[src/rtl/mem_access_pkg.sv]
// ============================================================================
// Module  : mem_access_pkg
// Brief   : Shared op encodings, FSM state type and default memory depth for
//           the memory access controller.
// Revision: 1.0 - initial release
// ============================================================================
`default_nettype none

package mem_access_pkg;

   localparam logic [1:0] OP_RD   = 2'b00;
   localparam logic [1:0] OP_WR   = 2'b01;
   localparam logic [1:0] OP_FILL = 2'b10;
   localparam logic [1:0] OP_RSVD = 2'b11;

   localparam int unsigned MEM_DEPTH = 256;

   typedef enum logic [2:0] {
      ST_IDLE   = 3'd0,
      ST_RD     = 3'd1,
      ST_WR     = 3'd2,
      ST_VERIFY = 3'd3,
      ST_FILL   = 3'd4,
      ST_RESP   = 3'd5
   } state_t;

endpackage

`default_nettype wire

[src/rtl/mem_req_check.sv]
// ============================================================================
// Module  : mem_req_check
// Brief   : Combinational request legality check (op, address range, fill
//           length and fill end address).
// Revision: 1.0 - initial release
// ============================================================================
`default_nettype none

module mem_req_check
   import mem_access_pkg::*;
#(
   parameter int ADDR_W = 24,
   parameter int LEN_W  = 9,
   parameter int DEPTH  = MEM_DEPTH
) (
   input  logic [1:0]        op,
   input  logic [ADDR_W-1:0] addr,
   input  logic [LEN_W-1:0]  len,
   output logic              req_err
);

   localparam logic [ADDR_W:0] c_depth = (ADDR_W+1)'(DEPTH);

   logic [ADDR_W:0] w_end;
   logic            w_addr_oor;

   // One extra bit so a start address near the top cannot wrap past the check
   assign w_end      = {1'b0, addr} + {{(ADDR_W+1-LEN_W){1'b0}}, len};
   assign w_addr_oor = ({1'b0, addr} >= c_depth);

   always_comb begin
      req_err = 1'b0;
      case (op)
         OP_RD,
         OP_WR:   req_err = w_addr_oor;
         OP_FILL: req_err = w_addr_oor | (len == '0) | (w_end > c_depth);
         default: req_err = 1'b1;
      endcase
   end

endmodule

`default_nettype wire

[src/rtl/mem_access_ctrl.sv]
// ============================================================================
// Module  : mem_access_ctrl
// Brief   : Memory port initiator for single read/write and fill requests over
//           a valid/ready handshake. Optional MEM_WRITE_VERIFY_EN read-back.
// Revision: 1.0 - initial release
// ============================================================================
`default_nettype none

module mem_access_ctrl
   import mem_access_pkg::*;
#(
   parameter int DATA_W = 24,
   parameter int ADDR_W = 24,
   parameter int DEPTH  = MEM_DEPTH,
   parameter int LEN_W  = 9
) (
   input  logic              clk,
   input  logic              rst_n,
   input  logic              req_valid,
   output logic              req_ready,
   input  logic [1:0]        req_op,
   input  logic [ADDR_W-1:0] req_addr,
   input  logic [DATA_W-1:0] req_wdata,
   input  logic [LEN_W-1:0]  req_len,
   output logic              rsp_valid,
   input  logic              rsp_ready,
   output logic [DATA_W-1:0] rsp_rdata,
   output logic              rsp_err,
   output logic              busy,
   output logic [ADDR_W-1:0] mem_addr,
   output logic [DATA_W-1:0] mem_din,
   output logic              mem_we,
   input  logic [DATA_W-1:0] mem_dout
);

   state_t            r_state;
   logic [LEN_W-1:0]  r_cnt;
   logic              r_req_ready;
   logic              r_rsp_valid;
   logic [DATA_W-1:0] r_rsp_rdata;
   logic              r_rsp_err;
   logic              r_busy;
   logic [ADDR_W-1:0] r_mem_addr;
   logic [DATA_W-1:0] r_mem_din;
   logic              r_mem_we;
   logic              w_req_err;

   mem_req_check #(
      .ADDR_W (ADDR_W),
      .LEN_W  (LEN_W),
      .DEPTH  (DEPTH)
   ) u_check (
      .op      (req_op),
      .addr    (req_addr),
      .len     (req_len),
      .req_err (w_req_err)
   );

   always_ff @(posedge clk or negedge rst_n) begin
      if (!rst_n) begin
         r_state     <= ST_IDLE;
         r_cnt       <= '0;
         r_req_ready <= 1'b1;
         r_rsp_valid <= 1'b0;
         r_rsp_rdata <= '0;
         r_rsp_err   <= 1'b0;
         r_busy      <= 1'b0;
         r_mem_addr  <= '0;
         r_mem_din   <= '0;
         r_mem_we    <= 1'b0;
      end else begin
         case (r_state)
            ST_IDLE: begin
               if (req_valid) begin
                  r_req_ready <= 1'b0;
                  r_busy      <= 1'b1;
                  r_cnt       <= req_len - LEN_W'(1);
                  if (w_req_err) begin
                     r_state     <= ST_RESP;
                     r_rsp_valid <= 1'b1;
                     r_rsp_err   <= 1'b1;
                     r_rsp_rdata <= '0;
                  end else begin
                     r_mem_addr <= req_addr;
                     case (req_op)
                        OP_RD: begin
                           r_state <= ST_RD;
                        end
                        OP_WR: begin
                           r_state   <= ST_WR;
                           r_mem_din <= req_wdata;
                           r_mem_we  <= 1'b1;
                        end
                        default: begin
                           r_state   <= ST_FILL;
                           r_mem_din <= req_wdata;
                           r_mem_we  <= 1'b1;
                        end
                     endcase
                  end
               end
            end

            ST_RD: begin
               r_state     <= ST_RESP;
               r_rsp_valid <= 1'b1;
               r_rsp_err   <= 1'b0;
               r_rsp_rdata <= mem_dout;
            end

            ST_WR: begin
               r_mem_we <= 1'b0;
`ifdef MEM_WRITE_VERIFY_EN
               r_state  <= ST_VERIFY;
`else
               r_state     <= ST_RESP;
               r_rsp_valid <= 1'b1;
               r_rsp_err   <= 1'b0;
               r_rsp_rdata <= '0;
`endif
            end

`ifdef MEM_WRITE_VERIFY_EN
            // mem_din still holds the written word, so it is the reference
            ST_VERIFY: begin
               r_state     <= ST_RESP;
               r_rsp_valid <= 1'b1;
               if (mem_dout != r_mem_din) begin
                  r_rsp_err   <= 1'b1;
                  r_rsp_rdata <= mem_dout;
               end else begin
                  r_rsp_err   <= 1'b0;
                  r_rsp_rdata <= '0;
               end
            end
`endif

            ST_FILL: begin
               if (r_cnt == '0) begin
                  r_mem_we    <= 1'b0;
                  r_state     <= ST_RESP;
                  r_rsp_valid <= 1'b1;
                  r_rsp_err   <= 1'b0;
                  r_rsp_rdata <= '0;
               end else begin
                  r_mem_addr <= r_mem_addr + ADDR_W'(1);
                  r_cnt      <= r_cnt - LEN_W'(1);
               end
            end

            ST_RESP: begin
               if (rsp_ready) begin
                  r_state     <= ST_IDLE;
                  r_rsp_valid <= 1'b0;
                  r_req_ready <= 1'b1;
                  r_busy      <= 1'b0;
               end
            end

            default: begin
               r_state     <= ST_IDLE;
               r_mem_we    <= 1'b0;
               r_rsp_valid <= 1'b0;
               r_req_ready <= 1'b1;
               r_busy      <= 1'b0;
            end
         endcase
      end
   end

   assign req_ready = r_req_ready;
   assign rsp_valid = r_rsp_valid;
   assign rsp_rdata = r_rsp_rdata;
   assign rsp_err   = r_rsp_err;
   assign busy      = r_busy;
   assign mem_addr  = r_mem_addr;
   assign mem_din   = r_mem_din;
   assign mem_we    = r_mem_we;

endmodule

`default_nettype wire

[config.mk]
export PLATFORM = sky130hd
export DESIGN_NAME = mem_access_ctrl
export DESIGN_NICKNAME = d
export VERILOG_FILES = /design/src/rtl/mem_access_pkg.sv /design/src/rtl/mem_req_check.sv /design/src/rtl/mem_access_ctrl.sv
export SDC_FILE = /design/constraint.sdc
export NUM_CORES = 1
export LEC_CHECK = 0
export CORE_MARGIN = 1
export CORE_UTILIZATION = 53
export CTS_BUF_LIST = sky130_fd_sc_hd__clkbuf_2 sky130_fd_sc_hd__clkbuf_4 sky130_fd_sc_hd__clkbuf_8
export DETAILED_ROUTE_END_ITERATION = 12
export PLACE_DENSITY = 0.89
export SYNTH_ARGS = -nofsm -noshare
export SYNTH_HDL_FRONTEND = slang
export SYNTH_SLANG_ARGS = --single-unit
[constraint.sdc]
create_clock -name clk -period 5.1 [get_ports clk]
set_clock_uncertainty 0.05 [all_clocks]
set_input_delay 1.02 -clock clk [delete_from_list [all_inputs] [get_ports clk]]
set_output_delay 1.02 -clock clk [all_outputs]
set_load 0.1 [all_outputs]
-- Yosys cells after proc, flatten, opt, wreduce, memory -nomap -nowiden
Index checks and enable logic that the tools add are counted.
- register bits: 89
- latch bits: 0
- RAM bits: 0
- ROM bits: 0
- output and inout bits: 77
- memories kept: 0
- add/subtract/negate cells: 4
- multipliers: 0
- div/mod/pow operators: 0
- order comparisons: 2
- eq/ne operators: 13
- shift operators: 0
- multiplexer cells: 34
- bitwise logic cells: 6
- reduce and logical (&&, ||, !) cells: 20
- operators by type and width (kind ; count):
    $mux W24 ; 6
    $pmux W24 S4 ; 1
    $pmux W24 S2 ; 1
    $add A24 B9 Y25 ; 1
    $gt A25 B9 Y1 const B ; 1
    $add A24 B1 Y24 const B ; 1
    $ge A24 B9 Y1 const B ; 1
    $reduce_and A4 Y1 ; 5
    $logic_not A9 Y1 ; 2
    $mux W9 ; 2
    $pmux W9 S2 ; 1
    $sub A9 B1 Y9 const B ; 2
    $mux W3 ; 4
    $ne A2 B2 Y1 const B ; 6
    $pmux W1 S3 ; 4
    $pmux W3 S4 ; 1
    $mux W1 ; 11
    $reduce_and A3 Y1 ; 3
    $eq A3 B3 Y1 const B ; 2
    $pmux W3 S2 ; 1
    $reduce_or A2 Y1 ; 3
    $reduce_and A5 Y1 ; 1
    $not A1 Y1 ; 4
    $pmux W1 S4 ; 1
    other kinds (13) ; 14

-- Depth between registers and ports, before layout
- depth in word-level cells: 7
- depth in mapped cells: 11
- gate-level depth less buffers: 9

-- Cells and area by module
A second synthesis with hierarchy kept.
- cell total of the unflattened synthesis: 535
- area total of the unflattened synthesis: 5429.0 µm²
- modules (own cells, without submodules) (module ; instances ; cells an instance ; area an instance (µm²)):
    mem_access_ctrl ; 1 ; 452 ; 4812.1
    mem_req_check ; 1 ; 83 ; 616.8

-- Worst setup path before layout
Ideal clock, no wire load.
- path type: input port to flip-flop
- start point: input req_addr[0]
- end point: register r_mem_din[10], in the netlist mem_din[10]
- setup time: 0.125 ns
- arrival time: 3.861 ns
- required time: 4.925 ns
- slack: 1.063 ns
- cell stages on the path: 10
- cell sequence: ha_1 > fa_1 > and3_1 > or4_1 > a211o_1 > nor4_4 > o2111a_1 > o221ai_2 > buf_6 > mux2_4
- longest elaborated chain between the ends: 6
- ends and longest elaborated chain (item ; line ; RTL):
    start, declared ; mem_access_ctrl.sv:22 ; input logic [ADDR_W-1:0] req_addr,
    $add A24 B9 Y25 or $ge A24 B9 Y1 (tied branches) ; mem_req_check.sv:28, mem_req_check.sv:29 ;
    $gt A25 B9 Y1 or $or A1 B1 Y1 (tied branches) ; mem_req_check.sv:36 ; OP_FILL: req_err = w_addr_oor | (len == '0) | (w_end > c_depth);
    $or A1 B1 Y1 ; mem_req_check.sv:36 ;
    $pmux W1 S2 * ; mem_req_check.sv:33 ; case (op)
    $not A1 Y1 (no line) * ; - ;
    $reduce_and A4 Y1 (no line) * ; - ;
    end signal, assigned ; mem_access_ctrl.sv:91 ; r_mem_din <= req_wdata;
    end signal, assigned ; mem_access_ctrl.sv:96 ; r_mem_din <= req_wdata;
    end, declared ; mem_access_ctrl.sv:44 ; logic [DATA_W-1:0] r_mem_din;
Mark *: on every way between the ends. The rest lies on a longest branch, timed or not.
A chain may end at the register's enable or synchronous reset.

-- Final worst setup path
- start point: input req_addr[0]
- end point: register r_mem_din[13], in the netlist mem_din[13]
The elaborated chain is that of the path after synthesis.

==> results by group <==
Clock network
  – TritonCTS Buffers: 9
  – CTS Buffer Depth: 2
  – Clock root buffer: clkbuf_8
  – CTS tree: done
  – Clock sink count: 89
  – Post-CTS Hold Fix Bufs: 0
  – Clk pin slew, worst setup/hold paths: ~0.09 ns
  – Postcts setup bufs: 0
  – # H-tree levels: 3
  – Clk Latency, worst-skew pair: 0.37 ns
  – CTS resizes: 0

Layout
  – Fraction of layout cells with a size suffix above 1: 9.07%
  – Number of diodes: 0
  – Fillers: 734
  – Commonest non-fill, non-tap cell in the layout: clkdlybuf4s50_1
  – Most frequent cells in the layout: clkdlybuf4s50_1, dfrtp_1, nand2_1, o21ai_0, a21oi_1
  – Nets: between 800 and 900
  – Area growth from synthesis to layout: 36.4%

Die
  – I/O pins: around 160
  – Die area: roughly 11000 µm²
  – Die Wd: 103 µm
  – Placeable Area: slightly below 10000 µm²
  – Initial Utilization: 54.7%
  – Site Rows: 36
  – DIE HEIGHT: roughly 100 µm

STA
  – Worst Max-Slew Pin Slew: ~1.0 ns
  – Hold Vio Cnt, Final: 0
  – Final Cycle Share: 86.3%
  – RSZ-0062 raised after global routing: no
  – Slew Limit Headroom: a little under a third
  – Final setup TNS: 0 ns
  – Worst Setup Slack, final: between 0.6 and 0.7 ns
  – Post-layout min period: around 4.4 ns
  – Fin. max-slew vios: 0
  – Achievable clock frequency: 227 MHz
  – Final setup vio count: 0

Setup path
  – Worst-path cell chain: clkdlybuf4s50_1 > ha_1 > fa_1 > and3_1 > or4_1 > a211o_1 > nor4_4 > o2111a_1 > o221ai_4 > buf_4 > mux2_4
  – CP top delay family: simple AND/OR/NAND/NOR gates
  – CP max FO: 25
  – Worst Setup SP: req_addr[0]
  – Reg2reg path depth: 7
  – WP data required: 5.29 ns
  – R2R setup slack: between 1.5 and 2 ns
  – CP max-delay cell: or4_1
  – Crit path buf inv count: 2
  – CP arrival: approximately 4.6 ns
  – Critical Path Sink Type: flip-flop
  – RR Endpoint: r_cnt[8]$_DFFE_PN0P_
  – Crit path depth: 11
  – Worst path max stage delay: around 0.46 ns
  – Setup CP Type: in2reg
  – Startpoint types: input port
  – Worst Setup EP: mem_din[13]$_DFFE_PN0P_
  – RR Startpoint: r_state[2]$_DFFE_PN0P_

Routing
  – DRC viols: 0
  – Per-cell routed wire length: 18.8 µm
  – Routed via count: between 5k and 6k
  – Vias per cell: between 6 and 7
  – Initial DRC Count: ~420
  – Routed Antenna Nets: 0
  – Post-Route WL: approximately 16 mm
  – DRT Pass-1 Iters: 5

Synthesis
  – Top FF cell, synth: dfrtp_1
  – Share of flip-flops with an asynchronous set or reset: 100%
  – #FFs+latches synth: slightly below 90
  – Post-synth EDFFs: 0
  – Synth Warn #: 0
  – Synth area leaders: dfrtp_1, mux2_4, o21ai_0
  – Largest area contributor in the netlist: dfrtp_1
  – Sequential share of the synthesized area: around 41%
  – Netlist cell types: between 60 and 70
  – Area fraction of the dominant cell type after synthesis: around two fifths
  – Post-Syn Instances: 584
  – Syn nets: roughly 700
  – Synthesized cell area: about 5400 µm²
  – Avg Inst Size Synth: around 9 µm²

Power and ir drop
  – Sequential power share: roughly 26%
  – Clk pwr share: 11.0%
  – Lkg Pwr: around 3 nW
  – Sw Pwr: roughly 0.0027 W
  – Int Power: roughly 0.002 W
  – Worst VDD drop: 0.000488 V
  – Logic pwr share: 63.3%
  – Switching share of power: between 50% and 60%
  – PwrDens: ~640 nW/µm²
  – Power Total: around 0.0047 W

GRT
  – Largest net degree at the start of global routing: 62
  – Initial antenna violation count: 0
  – Total track usage: 31.3%
  – Number of global-route vias before repair: approximately 5.3k
  – First-pass GRT wire length: approximately 26 mm
  – Grt total ovfl: 0

Hold path
  – Worst Min Path Start: mem_din[23]$_DFFE_PN0P_
  – Worst Hold Class: reg2reg

Place
  – RD Place Congestion: 0.919
  – Post-DP HPWL: 11.7 mm
  – # port buffers: about 160
  – Setup WS pre-CTS: between 0.2 and 0.3 ns

Run
  – Max cap viols: 0

Status
  – Outcome: complete, no violations
==> stage by stage <==
step           cell area [µm²]  utilization (%)  instances  hold WS, ns
2_1_floorplan             5370                -        584        0.419
3_3_place_gp              7120             72.5        856        0.437
3_5_place_dp              7120             72.5        856        0.446
4_1_cts                   7330             74.6        872        0.469
5_1_grt                   7330             74.6        872        0.484
6_report                  7330             74.6        872        0.465
==> cell usage after synthesis (2+ instances only) <==
master     number
a2111oi_0       2
buf_2           3
nor2_1         43
and3_1          4
mux2_4         19
a22oi_1        26
o211ai_1        4
dfrtp_1        88
nor3_1         13
inv_1          12
and2_1          5
buf_6           2
a221oi_1        3
xor2_1          5
o2bb2ai_1       2
nand2b_1        6
clkbuf_1       28
or3b_2          2
o21ai_0        51
mux2_2          7
nand4b_1        2
a221o_1        14
and4_1          2
a22o_1          7
a311oi_1        2
o21a_1          8
a211oi_1        3
o41ai_1         3
nor2b_1         4
nor4_1         12
a21o_1          2
mux2i_1         6
ha_1           11
nor3b_1         2
o22ai_1         5
o32a_1          2
a31oi_1         2
nand4_1         7
a21oi_1        46
nand2_1        65
xnor2_1         3
o31ai_1        10
nand3_1        20
==> flip-flops by register name (all words and copies together) (netlist names) <==
register,cells
r_cnt,9
r_state,3
rsp_rdata,24
mem_addr,24
busy,1
req_ready,1
mem_din,24
rsp_err,1
rsp_valid,1
mem_we,1
==> area by class of cell <==
| type | count | area [µm²] | area share, % |
|---|---|---|---|
| Timing Repair Buffer | 173 | 1700 | 23.3 |
| Tap cell | 133 | 166 | 2.27 |
| Inverter | 12 | 45.0 | 0.615 |
| Clock buffer | 10 | 131 | 1.79 |
| Multi-Input combinational cell | 449 | 2980 | 40.7 |
| Sequential cell | 89 | 2230 | 30.4 |
| Clock inverter | 6 | 72.6 | 0.990 |
==> logic make-up (layout without fill, tap and decap cells) <==
family	after synthesis	count (layout)	synth area share (%)
compound gates	203	203	25.3
xor+xnor	8	8	1.30
fa+ha+maj	12	12	2.93
buf+inv	46	201	3.56
flops	89	89	41.5
mux	32	32	7.90
simple gates	194	194	17.5
==> worst min path at each step <==
stage | end | slack, ns | cells after the start
after detailed placement | mem_din[7]$_DFFE_PN0P_ | 0.45 | 1
after floorplan | r_cnt[0]$_DFFE_PN0P_ | 0.42 | 2
after global placement | mem_din[3]$_DFFE_PN0P_ | 0.44 | 1
final | mem_din[23]$_DFFE_PN0P_ | 0.46 | 1
after CTS | mem_din[0]$_DFFE_PN0P_ | 0.47 | 1
after global routing | mem_din[0]$_DFFE_PN0P_ | 0.48 | 1
==> power groups by stage <==
| stage | Combinational [W] | Sequential (W) | Clock (W) |
|---|---|---|---|
| 2_1_floorplan | 0.00107 | 0.00229 | 0 |
| 3_3_place_gp | 0.00285 | 0.00118 | 0 |
| 3_5_place_dp | 0.00293 | 0.00120 | 0 |
| 4_1_cts | 0.00294 | 0.00119 | 0.000517 |
| 5_1_grt | 0.00310 | 0.00123 | 0.000544 |
| 6_report | 0.00295 | 0.00120 | 0.000512 |
==> metal layers <==
metal  wire length, µm  global-route usage [%]
met1              6500                    38.9
met2              8290                    54.2
met3              1150                    4.27
met4               473                    14.0
met5                 0                       0
Power figures use the tool's default switching activity.
